File: config.mk
export PLATFORM = sky130hd
export DESIGN_NAME = relu_grad_gate
export DESIGN_NICKNAME = d
export VERILOG_FILES = /design/src/rtl/relu_pkg.sv /design/src/rtl/relu_grad_out_reg.sv /design/src/rtl/relu_grad_gate.sv
export SDC_FILE = /design/constraint.sdc
export NUM_CORES = 1
export LEC_CHECK = 0
export BUFFER_PORTS_ARGS = -buffer_cell sky130_fd_sc_hd__buf_4
export CAP_MARGIN = 10
export CORE_UTILIZATION = 40
export CTS_BUF_LIST = sky130_fd_sc_hd__clkbuf_8
export CTS_CLUSTER_DIAMETER = 30
export DETAILED_ROUTE_END_ITERATION = 8
export SYNTH_ARGS = -nofsm -noshare
export SYNTH_HDL_FRONTEND = slang
export SYNTH_SLANG_ARGS = --single-unit
File: constraint.sdc
create_clock -name clk -period 3.2 [get_ports clk]
set_input_delay 0.16 -clock clk [delete_from_list [all_inputs] [get_ports clk]]
set_output_delay 0.16 -clock clk [all_outputs]
set_load 0.005 [all_outputs]
File: src/rtl/relu_pkg.sv
// relu_pkg: shared types and sizing helpers for the ReLU gradient gate.
package relu_pkg;

    typedef enum logic [1:0] {CAPTURE, HOLD, APPLY} state_t;

    localparam int DEFAULT_WIDTH = 16;
    localparam int DEFAULT_DEPTH = 64;

    function automatic int idx_w(input int depth);
        return (depth > 1) ? $clog2(depth) : 1;
    endfunction

endpackage

File: src/rtl/relu_grad_out_reg.sv
// relu_grad_out_reg: single-stage valid/ready output register carrying data and last.
module relu_grad_out_reg
    import relu_pkg::*;
#(
    parameter int WIDTH = DEFAULT_WIDTH
) (
    input  logic             clk,
    input  logic             rst_n,
    input  logic             in_valid,
    input  logic [WIDTH-1:0] in_data,
    input  logic             in_last,
    output logic             in_ready,
    output logic             out_valid,
    output logic [WIDTH-1:0] out_data,
    output logic             out_last,
    input  logic             out_ready
);

    assign in_ready = !out_valid || out_ready;

    always_ff @(posedge clk or negedge rst_n) begin
        if (!rst_n) begin
            out_valid <= 1'b0;
            out_data  <= '0;
            out_last  <= 1'b0;
        end else if (in_valid && in_ready) begin
            out_valid <= 1'b1;
            out_data  <= in_data;
            out_last  <= in_last;
        end else if (out_ready) begin
            out_valid <= 1'b0;
        end
    end

endmodule

File: src/rtl/relu_grad_gate.sv
// relu_grad_gate: records the forward ReLU pass mask of one layer vector and
// gates the returning gradient stream with it.
module relu_grad_gate
    import relu_pkg::*;
#(
    parameter int WIDTH = DEFAULT_WIDTH,
    parameter int DEPTH = DEFAULT_DEPTH
) (
    input  logic                       clk,
    input  logic                       rst_n,
    input  logic                       fwd_valid,
    input  logic [WIDTH-1:0]           fwd_data,
    input  logic                       fwd_last,
    output logic                       fwd_ready,
    input  logic                       grad_in_valid,
    input  logic [WIDTH-1:0]           grad_in_data,
    input  logic                       grad_in_last,
    output logic                       grad_in_ready,
    output logic                       grad_out_valid,
    output logic [WIDTH-1:0]           grad_out_data,
    output logic                       grad_out_last,
    input  logic                       grad_out_ready,
    output logic [$clog2(DEPTH+1)-1:0] mask_count,
    output logic                       err,
    input  logic                       err_clr
);

    localparam int IW = idx_w(DEPTH);
    localparam int CW = $clog2(DEPTH+1);

    state_t           state, state_nxt;
    logic [IW-1:0]    wr_idx, rd_idx;
    logic [DEPTH-1:0] mask;
    logic             reg_ready, fwd_hs, grad_hs, close, last_idx, term, err_set;
    logic [WIDTH-1:0] gated;

    assign fwd_hs   = fwd_valid && fwd_ready;
    assign grad_hs  = grad_in_valid && grad_in_ready;
    assign close    = fwd_hs && (fwd_last || wr_idx == IW'(DEPTH-1));
    assign last_idx = CW'(rd_idx) == mask_count - CW'(1);
    assign term     = grad_hs && (last_idx || grad_in_last);
    // Overflow on a forced close, or stream length disagreeing with the mask length.
    assign err_set  = (close && !fwd_last) || (grad_hs && (last_idx != grad_in_last));
    assign gated    = mask[rd_idx] ? grad_in_data : '0;

    always_comb begin
        state_nxt     = state;
        fwd_ready     = 1'b0;
        grad_in_ready = 1'b0;
        unique case (state)
            CAPTURE: begin
                fwd_ready = 1'b1;
                if (close) state_nxt = HOLD;
            end
            HOLD: state_nxt = APPLY;
            APPLY: begin
                grad_in_ready = reg_ready;
                if (term) state_nxt = CAPTURE;
            end
            default: state_nxt = CAPTURE;
        endcase
    end

    always_ff @(posedge clk or negedge rst_n) begin
        if (!rst_n) begin
            state      <= CAPTURE;
            wr_idx     <= '0;
            rd_idx     <= '0;
            mask_count <= '0;
            mask       <= '0;
            err        <= 1'b0;
        end else begin
            state <= state_nxt;
            err   <= err_set || (err && !err_clr);
            if (fwd_hs) begin
                mask[wr_idx] <= ~fwd_data[WIDTH-1];
                wr_idx       <= wr_idx + 1'b1;
                mask_count   <= mask_count + 1'b1;
            end
            if (term) begin
                wr_idx     <= '0;
                rd_idx     <= '0;
                mask_count <= '0;
            end else if (grad_hs) begin
                rd_idx <= rd_idx + 1'b1;
            end
        end
    end

    relu_grad_out_reg #(.WIDTH(WIDTH)) u_out_reg (
        .clk       (clk),
        .rst_n     (rst_n),
        .in_valid  (grad_in_valid && state == APPLY),
        .in_data   (gated),
        .in_last   (last_idx || grad_in_last),
        .in_ready  (reg_ready),
        .out_valid (grad_out_valid),
        .out_data  (grad_out_data),
        .out_last  (grad_out_last),
        .out_ready (grad_out_ready)
    );

endmodule

=== Word-level counts from Yosys, hierarchy flattened ===
Index checks and enable logic that the tools add are counted.

* Logic and storage cells: 66
* Register bits: 104
* Output and inout port bits: 28
* Input port bits: 40

* Add/sub/neg operators: 4
* Bitwise logic cells: 1
* $lt $le $gt $ge: 3
* Reductions and logical operators: 23
* Muxes and demuxes: 19
* Equality and inequality tests: 7

{| class="wikitable"
|+ Operators by type and width
! operator !! number
|-
| bitwise mux 64 bit || 1
|-
| 2-to-1 mux 6 bit || 4
|-
| 2-to-1 mux 16 bit || 1
|-
| less-than comparator 6 x 7 -> 1 bit (second input constant) || 2
|-
| 2-to-1 mux 7 bit || 2
|-
| adder 6 x 1 -> 6 bit (second input constant) || 2
|-
| logical AND 1 bit || 10
|-
| adder 7 x 1 -> 7 bit (second input constant) || 1
|-
| == test 6 x 7 -> 1 bit || 1
|-
| subtractor 7 x 1 -> 7 bit (second input constant) || 1
|-
| binary-select mux 1 bit (select 6 bit) || 1
|-
| demux 1 bit (select 6 bit) || 1
|-
| == test 6 bit (second input constant) || 1
|-
| greater-or-equal comparator 6 x 1 -> 1 bit (second input constant) || 1
|-
| 2-to-1 mux 1 bit || 6
|-
| one-hot mux 2 bit (3 select lines) || 1
|-
| nonzero test 2 bit || 3
|-
| logical OR 1 bit || 5
|-
| 2-to-1 mux 2 bit || 2
|-
| inequality test 2 bit (second input constant) || 2
|-
| logical NOT 1 bit || 3
|-
| == test 2 x 1 -> 1 bit (second input constant) || 1
|-
| == test 2 bit (second input constant) || 1
|-
| logical NOT 2 bit || 1
|-
| 3 further kinds || 3
|}

=== Longest topological paths before layout ===
Gate-level depths: netlist of run 1.

* Depth after elaboration: 7
* Gate-level depth with buffers: 14
* Mapped depth without buffers: 11

=== Modules after synthesis ===
Synthesis of run 1 repeated with hierarchy kept, for this count alone.

* Cells, all modules: 502
* Area total of the unflattened synthesis: 5285.1 sq um

{| class="wikitable"
|+ Modules (own cells, without submodules)
! module !! instances !! cells an instance !! sequential area each (sq um) !! area each (sq um)
|-
| relu_grad_gate || 1 || 463 || 2152.1 || 4553.1
|-
| relu_grad_out_reg || 1 || 39 || 450.4 || 732.0
|}

=== Worst setup path after synthesis of run 1 ===
Ideal clock, no wire load.

* Path kind: register to register
* From: reg mask_count[0]
* To: reg mask_count[2]
* Arrival: 2.707 ns
* Path slack: 0.361 ns
* Stages on the path, launching flop included: 14
* Library setup time: 0.132 ns
* Cells stage by stage: dfrtp_1 -> clkbuf_1 -> inv_1 -> ha_1 -> buf_1 -> o311ai_0 -> a22oi_1 -> o21ai_0 -> o2111ai_1 -> ha_1 -> clkbuf_1 -> nor2_1 -> clkbuf_1 -> nor2_1

* Longest elaborated chain between the ends: 5
* Elaborated cells on any way between the ends: 8
* Classes of those cells: 2 x add/sub; 1 x eq/ne; 2 x mux; 3 x reduce/logical

{| class="wikitable"
|+ RTL lines
! element !! RTL line !! RTL
|-
| start: declaration || relu_grad_gate.sv:23 || <nowiki>output logic [$clog2(DEPTH+1)-1:0] mask_count,</nowiki>
|-
| start signal: assignment || relu_grad_gate.sv:78 || <nowiki>mask_count <= mask_count + 1'b1;</nowiki>
|-
| subtractor 7 x 1 -> 7 bit || relu_grad_gate.sv:40 || <nowiki>assign last_idx = CW'(rd_idx) == mask_count - CW'(1);</nowiki>
|-
| == test 6 x 7 -> 1 bit || relu_grad_gate.sv:40 ||
|-
| logical OR 1 bit || relu_grad_gate.sv:41 || <nowiki>assign term = grad_hs && (last_idx || grad_in_last);</nowiki>
|-
| logical AND 1 bit || relu_grad_gate.sv:41 ||
|-
| 2-to-1 mux 7 bit or nonzero test 2 bit (tied branches) || -- ||
|}

Several ways; a longest one is shown, not always the timed one. The select of a mux whose other input is x is not followed.
A chain may end at the register's enable or synchronous reset.

=== Worst setup path in the final report of run 1 ===
* From: reg rd_idx[0]
* To: reg u_out_reg.out_data[15]

* Longest elaborated chain between the ends: 3

{| class="wikitable"
|+ RTL lines
! element !! RTL line !! RTL
|-
| start: declaration || relu_grad_gate.sv:32 || <nowiki>logic [IW-1:0] wr_idx, rd_idx;</nowiki>
|-
| start signal: assignment || relu_grad_gate.sv:85 || <nowiki>rd_idx <= rd_idx + 1'b1;</nowiki>
|-
| binary-select mux 1 bit (select 6 bit) || relu_grad_gate.sv:44 || <nowiki>assign gated = mask[rd_idx] ? grad_in_data : '0;</nowiki>
|-
| 2-to-1 mux 1 bit (not written as such) || relu_grad_gate.sv:44 ||
|-
| 2-to-1 mux 16 bit || relu_grad_gate.sv:44 ||
|-
| end signal: assignment || relu_grad_out_reg.sv:28 || <nowiki>out_data <= in_data;</nowiki>
|-
| end: declaration || relu_grad_out_reg.sv:14 || <nowiki>output logic [WIDTH-1:0] out_data,</nowiki>
|}

Every way passes these cells. The select of a mux whose other input is x is not followed.

==> impl_metrics.csv, run 1 <==
group,metric,value,unit
run_status,status,"finished, final reports clean",
die,die_w,115,microns
die,die-area,0.0132,sq mm
pwr,vdd_ir_drop_max,0.000231,V
pwr,p_comb_frac,0.354,
synth,synth_fp_nets,527,
finish,areaGrowthSynthToFinish,17.0,%
clock_network,cts_resized,0,
pwr,power_switching,1.40,mW
synth,yosys_warnings,0,
critical_path,arrival,3.26,ns
synth,ys_types,51,
pwr,power.density,677,mW/mm^2
finish,post-route-util,0.489,
synth,avgSynthCellArea,10.6,sq um
clock_network,clk_latency,0.39,ns
sta,tightest_slew,1.10,ns
drt,drtPass1Iterations,5,
critical_path,endpoint_kind,"flip-flop",
synth,synth_most_common_cell,"dfrtp_1",
critical_path,cp_max_fo,16,
clock_network,path_clk_slew,0.10,ns
clock_network,cts_tree,"yes",
sta,finClkSkew,0.0140,ns
pwr,p_seq_frac,0.465,
finish,nNetsFinal,577,
clock_network,cts_root_buffer,"clkbuf_8",
sta,slew_headroom,0.267,
finish,final_cells,702,
critical_path,cpMaxStageDelayCell,"o32ai_2",
grt,grt_max_degree,72,
synth,ys_seq_area_frac,0.510,
grt,antenna_found_initial,0,
clock_network,clockBufferDepth,2,
pwr,power.internal,2.64,mW
die,io_pins,68,
placement,dpl.hpwl,7780,microns
synth,synth_edf_count,0,
placement,port_buffers,52,
sta,max_freq,0.341,GHz
die,start_util,0.418,
synth,netlist_area,0.00510,sq mm
critical_path,path_cells,"buf_4 -> or3b_4 -> o221ai_1 -> a211oi_1 -> o32ai_2 -> a22o_2",
synth,synthFlopType,"dfrtp_1",
sta,slew_violations,0,
die,core,0.0122,sq mm
synth,synthTopCellsByArea,"dfrtp_1 51%, a31oi_1 8.0%, a21oi_1 6.8%",
critical_path,crit_type,"reg -> reg",
sta,period_needed,2.94,ns
critical_path,worstPathRequired,3.52,ns
drt,antenna_left,0,
critical_path,path_buf_inv,1,
clock_network,cts_inserted_buffers,9,
sta,period_share,0.918,
placement,gp_congestion,0.792,
drt,num_vias,3927,
drt,wl_per_cell,17.1,microns
synth,synth_top_area_share,0.510,
sta,finalSetupViolCount,0,
finish,drive_above_1_share,0.176,
synth,yosys-top-cells-count,"104 x dfrtp_1, 69 x a21oi_1, 65 x a31oi_1, 36 x clkbuf_1, 24 x nor2_1",
pwr,p_leak,2.66,nW
sta,hold_viol,0,
die,die_h,115,microns
synth,async_flop_share,1.00,
critical_path,crit_family,"compound AO/OA/AOI/OAI gates",
drt,drt-total-wl,12000,microns
critical_path,critPathLaunchType,"flip-flop",
pwr,pwr-share-clk,0.181,
die,rows,40,
synth,yosysTopAreaCell,"dfrtp_1",
synth,synth_cells,482,
clock_network,post_cts_buffers,0,
grt,grt_pass1_wl,19600,microns
synth,ys_ff_latch,104,
placement,dp_cells,671,
drt,viasPerCell,5.59,
finish,antenna_cells,0,
job,max_cap_viol_count,0,
sta,setup-tns-final,0,ns
min_path,min_path_type,"in -> reg",
drt,drc,0,
critical_path,crit_path_max_incr_delay,0.90,ns
grt,grt-ovfl-total,0,
clock_network,cts_htree_levels,3,
grt,grt_pass1_vias,3704,
finish,fill_cells,1149,
sta,rsz0062_at_grt,"false",
drt,drt_iter0_drc,329,
clock_network,clock_sinks,104,
grt,grt.total_usage,0.194,
pwr,swShare,0.347,
[sequential cells by signal, indices dropped and copies added, names as in the netlist]
register,cells
u_out_reg.out_last,1
u_out_reg.out_data,16
mask,64
wr_idx,6
rd_idx,6
mask_count,7
err,1
u_out_reg.out_valid,1
state,2
[final timing paths]
kind / start / endpoint / slack, ns / cells after the start
hold / removal: grad_out_ready / u_out_reg.out_valid$_DFFE_PN0P_ / 0.07 / 3
setup / recovery: rd_idx[0]$_DFFE_PN0P_ / u_out_reg.out_data[15]$_DFFE_PN0P_ / 0.26 / 6
hold reg to reg: u_out_reg.out_last$_DFFE_PN0P_ / u_out_reg.out_last$_DFFE_PN0P_ / 0.49 / 1
setup reg to reg: rd_idx[0]$_DFFE_PN0P_ / u_out_reg.out_data[15]$_DFFE_PN0P_ / 0.26 / 6
max in group asynchronous: rst_n / mask[17]$_DFFE_PN0P_ / 1.91 / 3
min in group asynchronous: rst_n / mask_count[3]$_DFFE_PN0P_ / 0.44 / 2
[kinds of logic (layout without fill, tap and decap cells)]
kind of cell / Yosys count / count (layout) / share of synthesized area
flops: 104 / 104 / 0.510
simple gates: 98 / 98 / 0.0971
buf+inv: 54 / 106 / 0.0476
mux: 21 / 21 / 0.0775
compound gates: 181 / 181 / 0.223
xor+xnor: 19 / 19 / 0.0326
fa+ha+maj: 5 / 5 / 0.0123
[metrics by stage]
step	cell area (sq um)	hold WS [ns]	power, mW	setup WS (ns)
finish	5970	0.0714	4.04	0.264
global route	5970	0.0842	4.34	0.0464
CTS	5970	0.0565	4.08	0.220
detailed placement	5630	0.355	3.32	0.268
global placement	5630	0.351	3.28	0.314
floorplan	5100	-0.136	2.79	0.361
[power by group through the flow]
stage	combinational (mW)	clock, mW	sequential, mW
finish	1.43	0.729	1.88
global route	1.61	0.812	1.92
CTS	1.44	0.759	1.88
detailed placement	1.42	0	1.91
global placement	1.39	0	1.90
floorplan	1.04	0	1.76
[per-layer routing]
layer / share of wire / up-vias / routed length [microns] / GRT usage
met5: 0 / - / 0 / 0
met4: 0.013 / 0 / 153 / 0.0450
met3: 0.050 / 12 / 606 / 0.0527
met2: 0.47 / 106 / 5680 / 0.310
met1: 0.46 / 1904 / 5580 / 0.263
li1: - / 1905 / - / -
[worst register-to-register path, delay by kind of cell (launching register included)]
kind	cells	cell delay, ns
flip-flops	1	0.67
buffers and inverters	1	0.31
AO/OA/AOI/OAI	4	1.48
AND/OR/NAND/NOR	1	0.40
[placed cells by master (no fill, tap or decap), types with 4 or more instances in the layout]
cell           synthesis  final
a21oi_1               69     69
a22o_1                15     15
a22o_2                 4      4
a31oi_1               65     65
and3_1                 4      4
buf_4                  2     68
clkbuf_8               0     11
dfrtp_1              104    104
dlygate4sd3_1          0     18
ha_1                   5      5
inv_1                  6      7
mux2i_1                8      8
mux4_1                 9      9
nand2_1               23     23
nand3_1                5      5
nand4_1                7      7
nor2_1                24     24
nor2b_1                6      6
nor3_1                 9      9
o21ai_0               10     10
or3_1                  4      4
xnor2_1               10     10
xor2_1                 9      9
[what timing repair did]
item / CTS / global route
endpoints found under the setup margin: 0 / 0
hold endpoints to repair: 87 / 0
hold buffers: 18 / 0
[layout make-up]
cell class | count | area (sq um) | share of cell area
multi-input cells | 324 | 2260 | 0.379
inverters | 6 | 22.5 | 0.00377
well taps | 168 | 210 | 0.0352
clock inverters | 2 | 8.76 | 0.00147
clock buffers | 11 | 151 | 0.0254
repair buffers | 87 | 711 | 0.119
flip-flops and latches | 104 | 2600 | 0.436
Power figures use the tool's default switching activity.
==> inputs of run 2 (changes only) <==
- CORE_ASPECT_RATIO: default -> 1.4
- CORE_MARGIN: default -> 2
==> run 2 against run 1 <==
First-iteration DRC count is 17% lower. Utilization down 0.21 points. Critical path depth increased by 3. Clock power is 28% higher. Combinational power about the same. Clock skew is 0.0017 ns higher. Worst hold slack improved by 0.014 ns. Global-route usage is 0.93 points lower. Largest power group unchanged. Highest routed layer unchanged.
==> impl_metrics.csv, run 2 (synthesis results as in run 1) <==
group,metric,value,unit
min_path,min_from,"grad_out_ready",
drt,drt_iter0_drc,272,
sta,setup-tns-final,0,ns
die,start_util,0.412,
finish,nNetsFinal,578,
min_path,whs_path_depth,3,
pwr,p_seq_frac,0.440,
clock_network,path_clk_slew,0.11,ns
sta,hold_viol,0,
pwr,p_comb_frac,0.341,
sta,period_needed,2.78,ns
critical_path,worstPathRequired,3.48,ns
drt,viasPerCell,5.78,
clock_network,clk_latency,0.38,ns
critical_path,reg2reg_slack,0.42,ns
finish,top_regs,"mask x64, u_out_reg.out_data x16, mask_count x7",
finish,antenna_cells,0,
grt,grt.total_usage,0.184,
sta,finClkSkew,0.0157,ns
min_path,min_path_type,"in -> reg",
pwr,vdd_ir_drop_max,0.000242,V
sta,rsz0062_at_grt,"false",
placement,dpl.hpwl,8120,microns
sta,tightest_slew,1.08,ns
finish,multi_input_comb_area,0.00226,sq mm
die,rows,48,
pwr,power.density,706,mW/mm^2
die,die_w,99.4,microns
critical_path,cp_max_fo,13,
drt,drc,0,
run_status,status,"finished, final reports clean",
clock_network,cts_resized,0,
critical_path,endpoint_kind,"flip-flop",
pwr,power.internal,2.79,mW
pwr,swShare,0.343,
min_path,min_to,"u_out_reg.out_valid$_DFFE_PN0P_",
finish,fill_cells,1181,
finish,top_register,"mask",
die,die-area,0.0137,sq mm
grt,grt-ovfl-total,0,
clock_network,cts_tree,"yes",
placement,dpl_cell_area,0.00561,sq mm
grt,grt_pass1_vias,3816,
critical_path,crit_type,"reg -> reg",
grt,antenna_found_initial,0,
sta,finalSetupViolCount,0,
die,io_pins,68,
drt,wl_per_cell,17.7,microns
pwr,power_switching,1.46,mW
critical_path,timing.rr.end,"mask_count[3]$_DFFE_PN0P_",
critical_path,critPathLaunchType,"flip-flop",
critical_path,reg2reg_from,"mask_count[0]$_DFFE_PN0P_",
finish,largest_reg_flops,64,
die,die_h,138,microns
drt,drt-total-wl,12200,microns
sta,slew_headroom,0.279,
critical_path,worstRegToRegCells,9,
drt,drtPass1Iterations,4,
clock_network,clock_sinks,104,
placement,dp_slack,0.432,ns
sta,period_share,0.870,
critical_path,arrival,3.06,ns
sta,max_freq,0.359,GHz
finish,final_cell_mix,"104 x dfrtp_1, 69 x a21oi_1, 69 x buf_4, 65 x a31oi_1, 24 x nor2_1",
sta,slew_violations,0,
placement,port_buffers,52,
finish,drive_above_1_share,0.184,
clock_network,ctsHoldBuffers,18,
finish,fin_area,0.00602,sq mm
pwr,p_leak,2.69,nW
placement,gp_congestion,0.792,
clock_network,post_cts_buffers,0,
finish,areaGrowthSynthToFinish,18.0,%
finish,final-seq-area,0.00260,sq mm
grt,grt_pass1_wl,19700,microns
grt,grt_max_degree,65,
drt,antenna_left,0,
drt,num_vias,3974,
clock_network,clockBufferDepth,2,
pwr,pwr-share-clk,0.219,
clock_network,cts_root_buffer,"clkbuf_8",
sta,fin_ws,0.416,ns
die,core,0.0124,sq mm
clock_network,cts_inserted_buffers,9,
finish,final_common_cell,"dfrtp_1",
job,max_cap_viol_count,0,
clock_network,cts_htree_levels,3,
==> run 2: changes by cell type in the layout (fill, tap and decap cells not counted) <==
| cell | before | now |
|---|---|---|
| clkbuf_8 | 11 | 10 |
| buf_4 | 68 | 69 |
| inv_6 | 0 | 1 |
| bufinv_16 | 0 | 2 |
| clkinv_4 | 0 | 1 |
| inv_1 | 7 | 6 |
| clkinvlp_4 | 0 | 1 |
==> run 2: routing by layer <==
layer / up-vias / track usage / part of all wire
li1: 1913 / - / -
met1: 1953 / 0.232 / 0.42
met2: 91 / 0.317 / 0.53
met3: 17 / 0.0284 / 0.036
met4: 0 / 0.0738 / 0.016
met5: - / 0 / 0
==> run 2: power groups by stage <==
stage	clock [mW]	sequential, mW	combinational [mW]
2_1_floorplan	0	1.76	1.04
5_1_grt	1.00	1.92	1.62
4_1_cts	0.956	1.87	1.46
6_report	0.930	1.87	1.45
3_3_place_gp	0	1.89	1.40
3_5_place_dp	0	1.90	1.44
==> run 2: worst max-delay path by stage <==
stage	start	endpoint	slack (ns)	cells past startpoint
6_report	mask_count[0]$_DFFE_PN0P_	mask_count[3]$_DFFE_PN0P_	0.42	9
5_1_grt	mask_count[0]$_DFFE_PN0P_	mask_count[5]$_DFFE_PN0P_	0.07	10
4_1_cts	mask_count[3]$_DFFE_PN0P_	wr_idx[0]$_DFFE_PN0P_	0.41	9
3_5_place_dp	mask_count[3]$_DFFE_PN0P_	mask_count[3]$_DFFE_PN0P_	0.43	9
3_3_place_gp	mask_count[0]$_DFFE_PN0P_	state[1]$_DFFE_PN0P_	0.46	9
2_1_floorplan	mask_count[0]$_DFFE_PN0P_	mask_count[2]$_DFFE_PN0P_	0.36	13
==> run 2: through the flow <==
step	cells	power, mW	util	hold slack, ns
after detailed placement	654	3.34	0.454	0.255
after global routing	688	4.54	0.487	0.103
after floorplan	482	2.79	-	-0.136
after global placement	654	3.29	0.454	0.244
after CTS	688	4.29	0.487	0.0768
final	688	4.25	0.487	0.0858
==> run 2: critical path, cell delays in order (launching register included) <==
cell,delay (ns)
dfrtp_1,0.51
or4b_2,0.69
o311ai_0,0.12
a22oi_1,0.15
o21ai_0,0.16
o2111ai_1,0.13
ha_1,0.31
nor2_1,0.28
buf_4,0.26
nor2_1,0.07
==> run 2: area by class of cell <==
| class | count | share of cell area |
|---|---|---|
| flip-flops and latches | 104 | 0.432 |
| multi-input cells | 324 | 0.376 |
| well taps | 150 | 0.0312 |
| clock buffers | 10 | 0.0229 |
| repair buffers | 88 | 0.119 |
| inverters | 6 | 0.00374 |
| clock inverters | 6 | 0.0150 |
==> inputs of run 3 (changes only) <==
==> constraint.sdc (replaced) <==
create_clock -name clk -period 3.2 [get_ports clk]
set_input_delay 0.64 -clock clk [delete_from_list [all_inputs] [get_ports clk]]
set_output_delay 0.64 -clock clk [all_outputs]
set_load 0.005 [all_outputs]
==> run 3 against run 2 <==
Die area stayed put. Combinational power hardly changed. Critical path depth stayed put. Largest power group unchanged.
==> impl_metrics.csv, run 3 (synthesis results as in run 1) <==
group,metric,value,unit
sta,finalSetupViolCount,0,
finish,largest_reg_flops,64,
clock_network,cts_inserted_buffers,9,
grt,grt_pass1_vias,3622,
clock_network,cts_resized,0,
sta,slew_headroom,0.284,
sta,hold_viol,0,
clock_network,cts_tree,"yes",
pwr,p_leak,2.61,nW
drt,antenna_left,0,
die,rows,48,
placement,dpl_cell_area,0.00562,sq mm
sta,setup-tns-final,0,ns
clock_network,ctsHoldBuffers,0,
die,io_pins,68,
sta,slew_violations,0,
critical_path,worstPathRequired,3.47,ns
sta,period_needed,2.79,ns
critical_path,crit_type,"reg -> reg",
drt,num_vias,3910,
pwr,vdd_ir_drop_max,0.000248,V
finish,final_common_cell,"dfrtp_1",
finish,antenna_cells,0,
critical_path,arrival,3.05,ns
sta,finClkSkew,0.0112,ns
drt,drt-total-wl,12000,microns
grt,grt.total_usage,0.184,
min_path,min_path_type,"in -> async",
pwr,power.density,709,mW/mm^2
placement,gp_congestion,0.793,
finish,top_register,"mask",
sta,max_freq,0.359,GHz
drt,drt_iter0_drc,281,
finish,fin_area,0.00581,sq mm
drt,viasPerCell,5.83,
die,start_util,0.412,
grt,antenna_found_initial,0,
clock_network,post_cts_buffers,0,
placement,port_buffers,52,
finish,final_cell_mix,"104 x dfrtp_1, 70 x buf_4, 69 x a21oi_1, 65 x a31oi_1, 24 x nor2_1",
sta,tightest_slew,1.07,ns
grt,grt-ovfl-total,0,
sta,period_share,0.871,
critical_path,endpoint_kind,"flip-flop",
die,die-area,0.0137,sq mm
grt,grt_max_degree,65,
sta,rsz0062_at_grt,"false",
grt,grt_pass1_wl,19600,microns
placement,dpl.hpwl,8130,microns
clock_network,cts_htree_levels,3,
clock_network,clk_latency,0.37,ns
clock_network,cts_root_buffer,"clkbuf_8",
drt,drtPass1Iterations,5,
finish,drive_above_1_share,0.192,
clock_network,clockBufferDepth,2,
clock_network,clock_sinks,104,
finish,nNetsFinal,561,
drt,drc,0,
drt,wl_per_cell,17.9,microns
die,core,0.0124,sq mm
critical_path,critPathLaunchType,"flip-flop",
run_status,status,"finished, final reports clean",
die,die_w,99.4,microns
finish,fill_cells,1191,
die,die_h,138,microns
job,max_cap_viol_count,0,
finish,areaGrowthSynthToFinish,14.0,%
finish,top_regs,"mask x64, u_out_reg.out_data x16, mask_count x7",
clock_network,path_clk_slew,0.10,ns
critical_path,cp_max_fo,11,
finish,post-route-util,0.470,
==> run 3: path summary, 6_finish.rpt <==
| kind | slack [ns] | depth (start not counted) | to | startpoint |
|---|---|---|---|---|
| worst max-delay path | 0.41 | 9 | state[1]$_DFFE_PN0P_ | mask_count[0]$_DFFE_PN0P_ |
| worst min-delay path | 0.26 | 1 | mask[16]$_DFFE_PN0P_ | rst_n |
| worst max register to register | 0.41 | 9 | state[1]$_DFFE_PN0P_ | mask_count[0]$_DFFE_PN0P_ |
| worst min register to register | 0.49 | 2 | mask[63]$_DFFE_PN0P_ | mask[63]$_DFFE_PN0P_ |
| max in group asynchronous | 2.22 | 2 | state[0]$_DFFE_PN0P_ | rst_n |
| min in group clk | 0.48 | 2 | u_out_reg.out_data[10]$_DFFE_PN0P_ | grad_in_data[10] |
==> run 3: per-layer routing <==
layer  wire (microns)  global-route usage  up-vias  share of wire
li1                 -                   -     1881              -
met4              230              0.0700        0          0.019
met3              507              0.0274       14          0.042
met2             6210               0.307       95           0.52
met5                0                   0        -              0
met1             5070               0.244     1920           0.42
==> run 3: worst max-delay path, cell delays in order, from the launching register on <==
cell and delay [ns]:
dfrtp_1 0.51, or4b_2 0.70, o311ai_0 0.12, a22oi_1 0.14, o21ai_0 0.16, o2111ai_1 0.14
ha_1 0.31, nor2_1 0.27, nor2_1 0.06, mux2_2 0.26
==> run 3: per-stage QoR <==
stage                     hold WS [ns]  std cells  setup slack, ns  power (mW)
final                            0.260        671            0.412        4.12
after global routing             0.281        671            0.143        4.42
after CTS                        0.270        671            0.383        4.17
after detailed placement         0.471        655            0.393        3.35
after global placement           0.457        655            0.437        3.30
after floorplan                  0.344        482            0.361        2.79
==> run 3: layout make-up <==
type                    count  area [sq um]  share of cell area
repair buffers             71           546              0.0938
multi-input cells         324          2260               0.389
flip-flops and latches    104          2600               0.448
inverters                   6          22.5             0.00387
clock buffers               9           124              0.0213
well taps                 150           188              0.0323
clock inverters             7          70.1              0.0121
==> run 3: report_power, final <==
part	switching (mW)	internal [mW]	leakage (nW)	total (mW)
Clock	0.451	0.362	0.0994	0.813
Combinational	0.687	0.742	1.11	1.43
Sequential	0.303	1.58	1.40	1.88
